$ cat config.mk
export PLATFORM = sky130hd
export DESIGN_NAME = muldiv_unit
export DESIGN_NICKNAME = d
export VERILOG_FILES = /design/src/rtl/muldiv_unit.sv
export SDC_FILE = /design/constraint.sdc
export NUM_CORES = 2
export LEC_CHECK = 0
export BUFFER_PORTS_ARGS = -buffer_cell sky130_fd_sc_hd__buf_2
export CORE_MARGIN = 2
export CORE_UTILIZATION = 43
export CTS_CLUSTER_SIZE = 28
export DETAILED_ROUTE_END_ITERATION = 12
export PLACE_DENSITY = 0.7
export RECOVER_POWER = 50
export SYNTH_ARGS = -nofsm -noshare
export SYNTH_HDL_FRONTEND = slang
export SYNTH_SLANG_ARGS = --single-unit
$ cat constraint.sdc
create_clock -name clk -period 4.8 [get_ports clk]
set_input_delay 0.48 -clock clk [delete_from_list [all_inputs] [get_ports clk]]
set_output_delay 0.48 -clock clk [all_outputs]
set_load 0.05 [all_outputs]
$ cat src/rtl/muldiv_unit.sv
// -----------------------------------------------------------------------------
// muldiv_unit
// Iterative multiply/divide unit for the E stage. It implements MULT, MULTU,
// DIV and DIVU and owns the HI/LO registers. The datapath is radix-2: one
// shift-add (multiply) or one restoring trial-subtract (divide) per cycle,
// working on operand magnitudes. The signs are fixed up in a final cycle.
//
// Parameters:
//   N   operand width; HI and LO are N bits each
//   CW  iteration counter width
//
// Ports:
//   clk     clock, rising edge
//   reset   asynchronous active-low reset
//   start   launch an operation (accepted only in IDLE without flush)
//   op      00 MULT, 01 MULTU, 10 DIV, 11 DIVU
//   flush   abort an in-flight operation; blocks a start in IDLE
//   a, b    multiplicand/dividend, multiplier/divisor
//   hi_we   MTHI write enable (IDLE only)
//   lo_we   MTLO write enable (IDLE only)
//   wdata   MTHI/MTLO data
//   busy    operation in progress (stall request)
//   done    one-cycle pulse after HI/LO were written by an operation
//   hi, lo  HI/LO registers
//
// Optional feature macro: MULDIV_EARLY_EXIT_EN
//   When defined, a multiply with a zero operand and a divide by zero skip
//   the iteration phase and go straight to the final cycle.
// -----------------------------------------------------------------------------
module muldiv_unit #(
    parameter int N  = 64,
    parameter int CW = $clog2(N)
) (
    input  logic         clk,
    input  logic         reset,
    input  logic         start,
    input  logic [1:0]   op,
    input  logic         flush,
    input  logic [N-1:0] a,
    input  logic [N-1:0] b,
    input  logic         hi_we,
    input  logic         lo_we,
    input  logic [N-1:0] wdata,
    output logic         busy,
    output logic         done,
    output logic [N-1:0] hi,
    output logic [N-1:0] lo
);

    typedef enum logic [1:0] {
        S_IDLE = 2'd0,
        S_RUN  = 2'd1,
        S_FIN  = 2'd2
    } state_t;

    // Two's-complement negation of an N-bit value
    function automatic logic [N-1:0] neg_n(input logic [N-1:0] v);
        return (~v) + {{(N-1){1'b0}}, 1'b1};
    endfunction

    // Two's-complement negation of a 2N-bit value
    function automatic logic [2*N-1:0] neg_2n(input logic [2*N-1:0] v);
        return (~v) + {{(2*N-1){1'b0}}, 1'b1};
    endfunction

    state_t         r_state;
    state_t         w_state_next;
    logic [CW-1:0]  r_cnt;
    logic [N-1:0]   r_x;        // product high half / partial remainder
    logic [N-1:0]   r_y;        // multiplier then product low half / dividend then quotient
    logic [N-1:0]   r_m;        // multiplicand magnitude / divisor magnitude
    logic           r_div;
    logic           r_neg_q;    // negate product or quotient
    logic           r_neg_r;    // negate remainder (dividend was negative)
    logic           r_busy;
    logic           r_done;
    logic [N-1:0]   r_hi;
    logic [N-1:0]   r_lo;

    logic           w_signed;
    logic           w_a_neg;
    logic           w_b_neg;
    logic [N-1:0]   w_a_mag;
    logic [N-1:0]   w_b_mag;
    logic           w_launch;
    logic           w_early;
    logic [N:0]     w_sum;
    logic           w_ge;
    logic [N-1:0]   w_diff;
    logic [2*N-1:0] w_prod;
    logic [N-1:0]   w_res_hi;
    logic [N-1:0]   w_res_lo;

    assign w_signed = ~op[0];
    assign w_a_neg  = w_signed & a[N-1];
    assign w_b_neg  = w_signed & b[N-1];
    assign w_a_mag  = w_a_neg ? neg_n(a) : a;
    assign w_b_mag  = w_b_neg ? neg_n(b) : b;
    assign w_launch = (r_state == S_IDLE) && start && !flush;

`ifdef MULDIV_EARLY_EXIT_EN
    assign w_early = op[1] ? (b == {N{1'b0}})
                           : ((a == {N{1'b0}}) || (b == {N{1'b0}}));
`else
    assign w_early = 1'b0;
`endif

    // Multiply step: add multiplicand when the current multiplier bit is set
    assign w_sum = {1'b0, r_x} + (r_y[0] ? {1'b0, r_m} : {(N+1){1'b0}});

    // Divide step: shift in next dividend bit, compare against the divisor.
    // Only the low N bits of the difference are kept, so the top bit of the
    // shifted remainder can be dropped from the subtraction itself.
    assign w_ge   = ({r_x, r_y[N-1]} >= {1'b0, r_m});
    assign w_diff = {r_x[N-2:0], r_y[N-1]} - r_m;

    // Sign correction and divide-by-zero override for the final write
    always_comb begin
        w_prod   = r_neg_q ? neg_2n({r_x, r_y}) : {r_x, r_y};
        w_res_hi = {N{1'b0}};
        w_res_lo = {N{1'b0}};
        if (r_div) begin
            // A zero divisor leaves the dividend magnitude in r_x, so the
            // remainder sign fix returns the original dividend.
            w_res_hi = r_neg_r ? neg_n(r_x) : r_x;
            if (r_m == {N{1'b0}}) begin
                w_res_lo = {N{1'b1}};
            end else begin
                w_res_lo = r_neg_q ? neg_n(r_y) : r_y;
            end
        end else begin
            w_res_hi = w_prod[2*N-1:N];
            w_res_lo = w_prod[N-1:0];
        end
    end

    // Next-state logic
    always_comb begin
        w_state_next = r_state;
        case (r_state)
            S_IDLE: begin
                if (w_launch) begin
                    w_state_next = w_early ? S_FIN : S_RUN;
                end else begin
                    w_state_next = S_IDLE;
                end
            end
            S_RUN: begin
                if (flush) begin
                    w_state_next = S_IDLE;
                end else if (r_cnt == {CW{1'b0}}) begin
                    w_state_next = S_FIN;
                end else begin
                    w_state_next = S_RUN;
                end
            end
            S_FIN:   w_state_next = S_IDLE;
            default: w_state_next = S_IDLE;
        endcase
    end

    // State register
    always_ff @(posedge clk or negedge reset) begin
        if (!reset) begin
            r_state <= S_IDLE;
        end else begin
            r_state <= w_state_next;
        end
    end

    // Datapath, HI/LO and registered status outputs
    always_ff @(posedge clk or negedge reset) begin
        if (!reset) begin
            r_cnt   <= {CW{1'b0}};
            r_x     <= {N{1'b0}};
            r_y     <= {N{1'b0}};
            r_m     <= {N{1'b0}};
            r_div   <= 1'b0;
            r_neg_q <= 1'b0;
            r_neg_r <= 1'b0;
            r_busy  <= 1'b0;
            r_done  <= 1'b0;
            r_hi    <= {N{1'b0}};
            r_lo    <= {N{1'b0}};
        end else begin
            r_busy <= (w_state_next != S_IDLE);
            r_done <= 1'b0;
            case (r_state)
                S_IDLE: begin
                    // MTHI/MTLO land here; a result written later wins
                    if (hi_we) begin
                        r_hi <= wdata;
                    end
                    if (lo_we) begin
                        r_lo <= wdata;
                    end
                    if (w_launch) begin
                        r_div   <= op[1];
                        r_neg_q <= w_a_neg ^ w_b_neg;
                        r_neg_r <= w_a_neg;
                        r_cnt   <= CW'(N-1);
                        r_m     <= op[1] ? w_b_mag : w_a_mag;
                        // Early exit preloads what the iterations would produce
                        r_x     <= (w_early && op[1]) ? w_a_mag : {N{1'b0}};
                        r_y     <= op[1] ? w_a_mag : (w_early ? {N{1'b0}} : w_b_mag);
                    end
                end
                S_RUN: begin
                    r_cnt <= r_cnt - {{(CW-1){1'b0}}, 1'b1};
                    if (!r_div) begin
                        r_x <= w_sum[N:1];
                        r_y <= {w_sum[0], r_y[N-1:1]};
                    end else if (w_ge) begin
                        r_x <= w_diff;
                        r_y <= {r_y[N-2:0], 1'b1};
                    end else begin
                        r_x <= {r_x[N-2:0], r_y[N-1]};
                        r_y <= {r_y[N-2:0], 1'b0};
                    end
                end
                S_FIN: begin
                    if (!flush) begin
                        r_hi   <= w_res_hi;
                        r_lo   <= w_res_lo;
                        r_done <= 1'b1;
                    end
                end
                default: begin
                    r_done <= 1'b0;
                end
            endcase
        end
    end

    assign busy = r_busy;
    assign done = r_done;
    assign hi   = r_hi;
    assign lo   = r_lo;

endmodule
# == Yosys cells after proc, flatten, opt, wreduce, memory -nomap -nowiden ==
# Cells that the tools add are included.
# word_totals
regBits,333
output_inout_bits,130
word_cells,82
# classes
add_sub_neg,8
order_cmp,1
eq_ne,6
muxes,33
bitwise,9
reduce_logical,13
# op_table
cell,n
$mux 64,19
$pmux 64 s2,4
$add 64x1->64 const B,4
$not 64->64,4
$add 128x1->128 const B,1
$mux 128,1
$not 128->128,1
$add 64x64->65,1
$ge 65x64->1,1
$logic_not 64->1,1
$sub 64x64->64,1
$pmux 6 s2,1
$ne 2x2->1 const B,4
$logic_not 6->1,1
$mux 6,1
$reduce_and 3->1,2
$reduce_bool 2->1,3
$sub 6x1->6 const B,1
$mux 1,4
$mux 2,2
$pmux 2 s2,1
$reduce_and 2->1,2
$and 1x1->1,2
$eq 2x1->1 const B,1
6 further kinds,7

# == Longest topological paths before layout ==
# depth
ltp_word,7
ltp_mapped,16
depth_no_buf,15

# == Worst setup path after synthesis ==
# No wires, ideal clock.
# synth_path
path_kind,reg2reg
start,register r_y[0]
end,"register r_hi[42], in the netlist hi[42]"
setup_time_ns,0.129
t_arrival_ns,3.683
slack_ns,0.988
stages_incl_launch_ff,16
period_less_slack_ns,3.812
cell_sequence,dfrtp_1 -> inv_2 -> clkbuf_1 -> ha_1 -> nor4b_1 -> nand4_1 -> or4_4 -> or2_1 -> buf_6 -> or3_4 -> o31ai_2 -> and3_1 -> nand2b_2 -> a21oi_2 -> nor4_2 -> nor3b_2
# synth_between
elab_chain_cells,6
# synth_rtl
element,line,rtl
from (decl),70,logic [N-1:0] r_y;
from (signal assigned),176,r_y <= {N{1'b0}};
from (signal assigned),205,r_y <= op[1] ? w_a_mag : (w_early ? {N{1'b0}} : w_b_mag);
from (signal assigned),212,"r_y <= {w_sum[0], r_y[N-1:1]};"
$not 128->128,63,"return (~v) + {{(2*N-1){1'b0}}, 1'b1};"
$add 128x1->128,63,
$mux 128,119,"w_prod = r_neg_q ? neg_2n({r_x, r_y}) : {r_x, r_y};"
$mux 64,122,if (r_div) begin
$mux 64,222,if (!flush) begin
$pmux 64 s2,188,case (r_state)
to (signal assigned),183,r_hi <= {N{1'b0}};
to (signal assigned),192,r_hi <= wdata;
to (signal assigned),223,r_hi <= w_res_hi;
to (decl),77,logic [N-1:0] r_hi;
# No other way between the ends. The select of a mux whose other input is x is not followed.
# A chain may end at the register's enable or synchronous reset.

# == Worst setup path after layout ==
# layout_path
start,register r_x[0]
end,register r_x[14]
# layout_between
elab_chain_cells,4
word_cells_on_any_way,6
# layout_rtl
element,line,rtl
from (decl),69,logic [N-1:0] r_x;
from (signal assigned),175,r_x <= {N{1'b0}};
from (signal assigned),204,r_x <= (w_early && op[1]) ? w_a_mag : {N{1'b0}};
from (signal assigned),211,r_x <= w_sum[N:1];
$sub 64x64->64 or $ge 65x64->1 (tied branches),"115, 114",
$mux 64,213,end else if (w_ge) begin
$mux 64 (*),210,if (!r_div) begin
$pmux 64 s2 (*),188,
# Mark *: on every way between the ends. The rest lies on a longest branch, timed or not.

==> metrics.txt <==
layout cells sized above 1=approximately 10%; CTS Buffer Depth=3; maxcap violations=1; Worst Path Max Fanout=32; sequential cell area fraction in the yosys report=27.1%; fmax=0.228 GHz; top-count cell post-synth=nand2_1; failing checks=max-capacitance violations, max-slew violations; clock-pin slew on the worst setup and hold paths=about 0.060 ns; detailed-route wire length=approximately 140000 um; total power=0.0226 W; antenna violations before repair=6; total negative setup slack=0 ns; Detail Route Antenna Nets=0; Via Count=between 30000 and 40000; core area=~70000 um^2; reg2reg end=r_x[14]; die area=between 70000 and 80000 um^2; Synth Cell Area=30700 um^2; GRT Total Usage=between 30% and 40%; Worst-Margin Slew=~2.7 ns; period utilization=between 90% and 100%; vias in the first global route=between 30000 and 40000; global-route wire length before repair=203000 um; worst skew pair latency=between 0.6 and 0.7 ns; area share of the largest cell type after synthesis=between 20% and 30%; total setup buffers inserted after CTS=0; WL/cell=approximately 27 um; Synth area leaders=dfrtp_1, o21ai_0, xnor2_1; Post-CTS Resized=0; Setup Crit Path Kind=register to register; DP HPWL=between 100000 and 150000 um; CTS tree=built; synthesized area per cell=7.52 um^2; VDD IR-drop max=around 0.44 mV; pwr dens=~650 nW/um^2; post-placement cell count=around 5200; Synth async-reset ratio=100%; outcome=finished, violations left; RSZ-0062 raised after global routing=no; area grow syn2layout=13.5%; Starting Density=a little over two fifths; initial drt markers=roughly 4600; worst r2r path cells=13; Rows=97; # H-tree levels=2; number of buffers inserted by hold repair at cts=1; final hold viol count=0; R2R Path Start=r_x[0]; Post-Syn Instances=about 4100; Yosys top cell by area=dfrtp_1; R2R Setup Slk=between 0.4 and 0.5 ns; clk sinks=333; DRC Markers=0; DR pass1 iterations=7; crit end category=register; WHS Path Cells=2; via density per instance=between 6 and 7; Worst EP arrival=around 4.9 ns; #FFs+latches synth=roughly 330; Nets=about 4600; Top FF cell, synth=dfrtp_1; RD Place Congestion=1.07; Final Setup Violations=0; Root Buffer=clkbuf_16; io pins=330; Buffers on Ports=~330; commonest cells in the netlist=nand2_1, o21ai_0, nor2_1, dfrtp_1, a21oi_1; Final min period=4.38 ns; Clock Skew=roughly 0.044 ns; die span in x=271 um; Final Util=49.5%; Worst Min Path Start=op[0]; worst endpoint required time=roughly 5.3 ns; Hold Crit Class=primary input to register; Slew Limit Fails=99; Max-slew headroom=-81.8%; hold-critical path endpoint=r_neg_q; Die Y=271 um; Finished Layout Cells=roughly 5300; total CTS buffers=42; largest net degree at the start of global routing=about 130; startpoint types=register; Post-synth EDFFs=0; synth warn=0; global route total overflow=0; leakage power=14.6 nW; Net Count, Synth=~4400; Unique masters post-synth=between 80 and 90
## report_power, final
group	leakage, nW	switching [W]	internal (W)
combinational	9.82	0.00926	0.00484
sequential	4.11	0.00144	0.00357
clock	0.706	0.00142	0.00202
total	14.6	0.0121	0.0104
## layout make-up
type	count	area, um^2
Clock inverter	15	274
Timing Repair Buffer	443	2460
Fill cell	7132	35500
Inverter	115	432
Multi-Input combinational cell	3356	21000
Clock buffer	58	1190
Sequential cell	333	8340
Tap cell	940	1180
Antenna cell	3	7.51
## per-layer routing
metal	up-vias	part of all wire (%)	GRT usage, %
met4	8	6.1	18.6
li1	15279	-	-
met1	16195	41	51.1
met2	2149	40	52.3
met5	-	0.044	0
met3	405	12	8.93
## how the worst max path moves through the flow
stage | cells after the start | slack [ns] | startpoint | endpoint
finish | 13 | 0.42 | r_x[0] | r_x[14]
global route | 13 | 0.16 | r_y[0] | hi[50]
CTS | 13 | 0.59 | r_y[0] | hi[44]
detailed placement | 13 | 0.59 | r_y[0] | hi[50]
global placement | 13 | 0.67 | r_y[0] | hi[44]
floorplan | 15 | 0.99 | r_y[0] | hi[42]
## through the flow
step | setup slack (ns) | hold slack [ns] | instance area, um^2
floorplan | 0.988 | 0.184 | 30700
global placement | 0.666 | 0.456 | 33500
detailed placement | 0.590 | 0.464 | 33500
CTS | 0.585 | 0.136 | 35000
global route | 0.156 | 0.155 | 34800
finish | 0.417 | 0.152 | 34800
## state kept, by name, indices dropped and copies added, names as in the netlist, 2 cells and up
signal / count
hi: 64
lo: 64
r_cnt: 6
r_m: 64
r_state: 2
r_x: 64
r_y: 64
## cell usage in the layout, fill, tap and decap left out, drive strengths merged, types with 29 or more instances in the layout
| cell type | instances |
|---|---|
| nor3 | 96 |
| xnor2 | 229 |
| o21ai | 450 |
| o22ai | 61 |
| or3 | 70 |
| a22oi | 31 |
| o31ai | 58 |
| mux2i | 109 |
| o211ai | 29 |
| dfrtp | 333 |
| a21o | 70 |
| or4 | 39 |
| buf | 311 |
| and3 | 33 |
| nand4 | 48 |
| o221ai | 86 |
| nand2 | 475 |
| nand2b | 41 |
| ha | 133 |
| nor4 | 66 |
| clkbuf | 189 |
| a31oi | 40 |
| xor2 | 132 |
| nor2 | 375 |
| a21oi | 311 |
| inv | 116 |
| nand3 | 122 |
## cell families after synthesis
logic type	synth area share [%]
and+or+nand+nor	22.3
buffers and inverters	4.84
muxes	3.74
AOI/OAI and AO/OA	26.2
DFF	27.1
xor gates and xnor gates	10.3
adders and majority gates	5.55
## critical path, stage by stage (launching register included)
cell	delay, ns
dfrtp_1	0.59
ha_1	0.32
nor2b_1	0.15
o31ai_1	0.36
nand2b_1	0.20
a31oi_1	0.39
o21ai_0	0.32
a21oi_1	0.57
o41ai_1	0.19
a21oi_4	0.23
buf_12	0.23
buf_12	0.20
o21ai_0	0.11
a221o_1	0.32
(Power assumes the default switching activity.)
